[src/rtl/keypad_scanner.sv]
// 4x4 matrix keypad scanner: one-cold column drive, synchronised row sampling,
// first-key-wins scan, debounce and commit. KEYPAD_REPEAT_EN adds auto-repeat pulses.
module keypad_scanner #(
  parameter int SCAN_TICKS     = 100000,
  parameter int DEBOUNCE_SCANS = 4,
  parameter int REPEAT_SCANS   = 200
) (
  input  logic       clk,
  input  logic       rst,
  input  logic [3:0] row,
  output logic [3:0] col,
  output logic [3:0] key_code,
  output logic       key_valid,
  output logic       key_press
);

  localparam int            TW        = (SCAN_TICKS > 1) ? $clog2(SCAN_TICKS) : 1;
  localparam logic [TW-1:0] LAST_TICK = TW'(SCAN_TICKS - 1);
  localparam logic [3:0]    DB_MAX    = 4'(DEBOUNCE_SCANS);
  // nibble {r,c} holds the hex value of the key at row r, column c
  localparam logic [63:0]   KEY_LUT   = 64'hDEF0_C987_B654_A321;

  typedef struct packed {
    logic       vld;
    logic [3:0] code;
  } scan_res_t;

  localparam scan_res_t NONE = 5'b0_0000;

  if (SCAN_TICKS < 2 || SCAN_TICKS > (1 << 20) || DEBOUNCE_SCANS < 1 ||
      DEBOUNCE_SCANS > 15 || REPEAT_SCANS < 1) begin : g_bad_param
    $error("keypad_scanner: parameter out of range");
  end

  logic [3:0]    row_s1, row_s2;
  logic [TW-1:0] tick;
  logic [1:0]    col_idx;
  logic [3:0]    stable_cnt;
  logic          scan_end_q;
  scan_res_t     acc, prev, committed;
  scan_res_t     cur_hit, scan_res;
  logic [3:0]    row_low;
  logic [1:0]    low_idx;

`ifdef KEYPAD_REPEAT_EN
  localparam int            RW       = (REPEAT_SCANS > 1) ? $clog2(REPEAT_SCANS) : 1;
  localparam logic [RW-1:0] REP_LAST = RW'(REPEAT_SCANS - 1);
  logic [RW-1:0] rep_cnt;
`endif

  // lowest-index low row in the column currently being driven
  always_comb begin
    row_low = ~row_s2;
    low_idx = 2'd0;
    for (int r = 3; r >= 0; r--)
      if (row_low[r]) low_idx = 2'(r);
    cur_hit.vld  = |row_low;
    cur_hit.code = (|row_low) ? KEY_LUT[{low_idx, col_idx, 2'b00} +: 4] : 4'h0;
    scan_res     = acc.vld ? acc : cur_hit;
  end

  always_ff @(posedge clk) begin
    if (rst) begin
      row_s1     <= 4'hF;
      row_s2     <= 4'hF;
      tick       <= '0;
      col_idx    <= 2'd0;
      col        <= 4'b1110;
      acc        <= NONE;
      prev       <= NONE;
      committed  <= NONE;
      stable_cnt <= 4'd0;
      scan_end_q <= 1'b0;
      key_code   <= 4'h0;
      key_valid  <= 1'b0;
      key_press  <= 1'b0;
`ifdef KEYPAD_REPEAT_EN
      rep_cnt    <= '0;
`endif
    end else begin
      row_s1     <= row;
      row_s2     <= row_s1;
      key_press  <= 1'b0;
      scan_end_q <= 1'b0;

      if (tick == LAST_TICK) begin
        tick    <= '0;
        col_idx <= col_idx + 2'd1;
        col     <= {col[2:0], col[3]};
        if (col_idx == 2'd3) begin
          stable_cnt <= (scan_res == prev) ?
                        ((stable_cnt == DB_MAX) ? DB_MAX : 4'(stable_cnt + 4'd1)) : 4'd1;
          prev       <= scan_res;
          acc        <= NONE;
          scan_end_q <= 1'b1;
        end else if (!acc.vld) begin
          acc <= cur_hit;
        end
      end else begin
        tick <= tick + 1'b1;
      end

      // commit is evaluated the cycle after the debounce count settles
      if (scan_end_q) begin
        if (stable_cnt == DB_MAX && prev != committed) begin
          committed <= prev;
          key_code  <= prev.code;
          key_valid <= prev.vld;
          key_press <= prev.vld;
`ifdef KEYPAD_REPEAT_EN
          rep_cnt   <= '0;
`endif
        end
`ifdef KEYPAD_REPEAT_EN
        else if (committed.vld) begin
          if (rep_cnt == REP_LAST) begin
            rep_cnt   <= '0;
            key_press <= 1'b1;
          end else begin
            rep_cnt <= rep_cnt + 1'b1;
          end
        end
`endif
      end
    end
  end

endmodule

[config.mk]
export PLATFORM = sky130hd
export DESIGN_NAME = keypad_scanner
export DESIGN_NICKNAME = d
export VERILOG_FILES = /design/src/rtl/keypad_scanner.sv
export SDC_FILE = /design/constraint.sdc
export NUM_CORES = 1
export LEC_CHECK = 0
export ABC_CLOCK_PERIOD_IN_PS = 2150
export CAP_MARGIN = 20
export CELL_PAD_IN_SITES_DETAIL_PLACEMENT = 0
export CELL_PAD_IN_SITES_GLOBAL_PLACEMENT = 1
export CORE_MARGIN = 3
export CORE_UTILIZATION = 40
export CTS_CLUSTER_SIZE = 20
export DETAILED_ROUTE_END_ITERATION = 7
export PLACE_DENSITY_LB_ADDON = 0.1
export RECOVER_POWER = 25
export SYNTH_ARGS = -nofsm -noshare
export SYNTH_HDL_FRONTEND = slang
export SYNTH_SLANG_ARGS = --single-unit
[constraint.sdc]
create_clock -name clk -period 2.15 [get_ports clk]
set_clock_uncertainty 0.1 [all_clocks]
set_input_delay 0.43 -clock clk [delete_from_list [all_inputs] [get_ports clk]]
set_output_delay 0.43 -clock clk [all_outputs]
set_load 0.005 [all_outputs]
==> results.toml, run 1 <==
[floorplan]
dieArea_sq_mm = 0.00715
die_h_um = 84.5
die_w_um = 84.5
boundaryPins = 16
num_rows = 27
design.core.area_sq_mm = 0.00574
initial_utilization = 0.430

[timing]
worstMarginPinSlew_ns = 0.637
min_period_ns = 2.23
post-route-period-util = 1.04
maxSlewHeadroom = 0.576
slew_violations = 0
rsz0062_at_grt = "yes"
final-hold-violation-count = 0
fin_hold_ws_ns = 0.313
fin_ws_ns = -0.0754
final-setup-viol-count = 3
max_freq_mhz = 449

[worst_hold_path]
hp-class = "reg -> reg"
holdPathStages = 1
min_from = "row_s1[3]"
min_to = "row_s2[3]"

[place]
hpwlAfterDp_mm = 3.65
place_ws_ns = -0.0626
io_buffers = 15
place_congestion = 0.860

[setup_path]
max_stage_delay_ns = 0.36
cp_cell_sequence = "inv_4 -> ha_4 -> or3b_1 -> a211o_1 -> a21oi_1 -> o2111a_2 -> nand3_2 -> o31a_1"
worst-r2r-setup-slack_ns = -0.08
critical_path.endpoint_type = "flop"
crit_fanout = 4
cp_top_family = "compound AO/OA/AOI/OAI gates"
rr_endpoint = "stable_cnt[0]"
r2r-start = "col_idx[0]"
worstSetupPathType = "reg -> reg"
cp.buffers_inverters = 1
arrival_ns = 2.33
worstPathRequired_ns = 2.25
rr_worst_depth = 8
cp_slowest_cell = "dfxtp_2"
crit_path_start_kind = "flop"

[route]
drt-initial-drc-count = 75
vias = 2025
wl_per_cell_um = 12.8
via_per_inst = 5.06
totalWireLength_mm = 5.14
ant_nets = 0
drc = 0
dr.pass1.iters = 4

[grt]
grt_max_degree = 18
grt_antenna_before_repair = 0
grt_pass1_vias = 1858
gr-usage-met2 = 0.223
overflow = 0
use_met3 = 0.0334
grt_usage = 0.147
busiest_layer = "met2"
use_met1 = 0.209
grt_pass1_wl_mm = 8.60

[cts]
cts_tree = "done"
insertion_delay_ns = 0.30
root_buffer = "clkbuf_8"
cts_inserted_buffers = 5
ctsHoldBuffers = 0
clk_path_buf_depth = 2
path_clk_slew_ns = 0.09
cts_max_level = 2
clock-sinks = 52

[run]
cap_violations = 0

[logic_synthesis]
synth-edff-count = 0
synthFlopType = "dfxtp_1"
yosysSeqAreaShare = 0.422
ys_warn_count = 0
syn-cell-area_sq_mm = 0.00247
async_reset_ff_frac = 0
ys_seq_elements = 52
synth_cells = 281
syn_avg_cell_area_sq_um = 8.78
synth_fp_nets = 295
ys_types = 51

[cells_and_area]
antennaDiodeCount = 0
final_nets = 341
syn_to_final_growth_pct = 26.7
n_fill_cell = 551
final_layout_size_suffix_gt1_frac = 0.220
finalCoreUtilization = 0.544

[pwr]
finalPower_mw = 1.75
powerDensity_mw_per_mm2 = 558
cellLeakagePower_nw = 1.25
peakVddDrop_mv = 0.441

[outcome]
status = "finished, violations left"
violations = "setup timing"
==> final cells by class <==
cell class / instances / area (sq um) / area share
flip-flops and latches: 52 / 1040 / 0.334
well taps: 72 / 90.1 / 0.0288
clock buffers: 6 / 72.6 / 0.0232
inverters: 17 / 66.3 / 0.0212
clock inverters: 2 / 35.0 / 0.0112
multi-input cells: 201 / 1380 / 0.440
repair buffers: 50 / 443 / 0.142
==> repair_timing <==
item,4_1_cts,5_1_grt
gates resized for setup,1,18
buffers inserted,0,5
endpoints found under the setup margin,3,24
pin swaps,0,10
gates cloned,0,0
==> cell usage in the layout (no fill, tap or decap), drive strengths merged, types with 10 or more instances in the layout <==
cell / Yosys / layout
a21oi: 14 / 14
buf: 4 / 33
clkdlybuf4s50: 0 / 13
dfxtp: 52 / 52
inv: 17 / 17
nand2: 18 / 18
nand3: 10 / 10
nor2: 44 / 44
xnor2: 11 / 11
xor2: 10 / 10
==> worst reg2reg max path, delay by kind of cell, from the launching register on <==
kind	cells	cell delay, ns
flip-flops	1	0.36
buffers and inverters	1	0.06
adder cells (fa/ha/maj)	1	0.15
AO/OA/AOI/OAI	4	1.03
AND/OR/NAND/NOR	2	0.44
==> state kept, by name (all words and copies together) (netlist names) <==
name / count
col: 4
acc: 5
committed: 5
key_press: 1
tick: 17
stable_cnt: 4
prev: 5
row_s2: 4
row_s1: 4
scan_end_q: 1
col_idx: 2
==> worst max-delay path by stage <==
stage / cells past startpoint / start / end
6_report: 8 / col_idx[0] / stable_cnt[0]
5_1_grt: 8 / col_idx[0] / stable_cnt[0]
4_1_cts: 8 / col_idx[0] / stable_cnt[0]
3_5_place_dp: 8 / col_idx[0] / stable_cnt[0]
3_3_place_gp: 8 / col_idx[0] / stable_cnt[0]
2_1_floorplan: 8 / col_idx[1] / stable_cnt[3]
==> cell families after synthesis <==
| group | count (synthesis) | share of synthesized area |
|---|---|---|
| adder cells (fa/ha/maj) | 8 | 0.0406 |
| AND/OR/NAND/NOR | 126 | 0.264 |
| AO/OA/AOI/OAI | 39 | 0.118 |
| buffers and inverters | 28 | 0.0522 |
| XOR/XNOR | 21 | 0.0745 |
| flip-flops | 52 | 0.422 |
| multiplexers | 7 | 0.0284 |
==> synth_stat cells (3+ instances only) <==
cell      count  area, sq um
o21ai_0       3         15.0
a211oi_2      3         37.5
mux2i_1       7         70.1
xnor2_1      11         96.3
nor2b_1       4         25.0
or2_2         9         56.3
nand3b_1      3         22.5
nand2_1      18         67.6
nor2_1       43          161
inv_1        17         63.8
a211o_1       4         35.0
or3_1         6         37.5
a21oi_1      13         65.1
or4_1         3         22.5
nand4_1       6         37.5
nand3_1      10         50.1
nand2b_1      4         25.0
dfxtp_1      52         1040
and3_1        4         25.0
clkbuf_1      7         26.3
nor3_1        8         40.0
xor2_1       10         87.6
ha_1          8          100
==> where the power goes <==
group | leakage, nW | internal [mW] | total [mW] | switching (mW)
clock | 0.0552 | 0.346 | 0.663 | 0.317
combinational | 0.771 | 0.0493 | 0.0997 | 0.0504
sequential | 0.423 | 0.974 | 0.983 | 0.00894
total | 1.25 | 1.37 | 1.75 | 0.376
==> stage by stage <==
stage	area [sq um]	instances	TNS, ns
after floorplan	2470	281	0
after global placement	2890	387	-0.0382
after detailed placement	2890	387	-0.0935
after CTS	2990	395	-0.0920
after global routing	3130	400	-0.648
final	3130	400	-0.159
==> layer usage <==
metal  routed length [um]  part of all wire
met5                    0                 0
met4                   57             0.011
met3                  138             0.027
met2                 2280              0.44
met1                 2660              0.52
Power figures use the tool's default switching activity.
==> inputs of run 2 (changes only) <==
Settings changed: CAP_MARGIN 20 to 40, CTS_CLUSTER_SIZE 20 to 14.
==> results of run 2 <==
No change in the layout: final DEF, timing and power equal those of run 1.
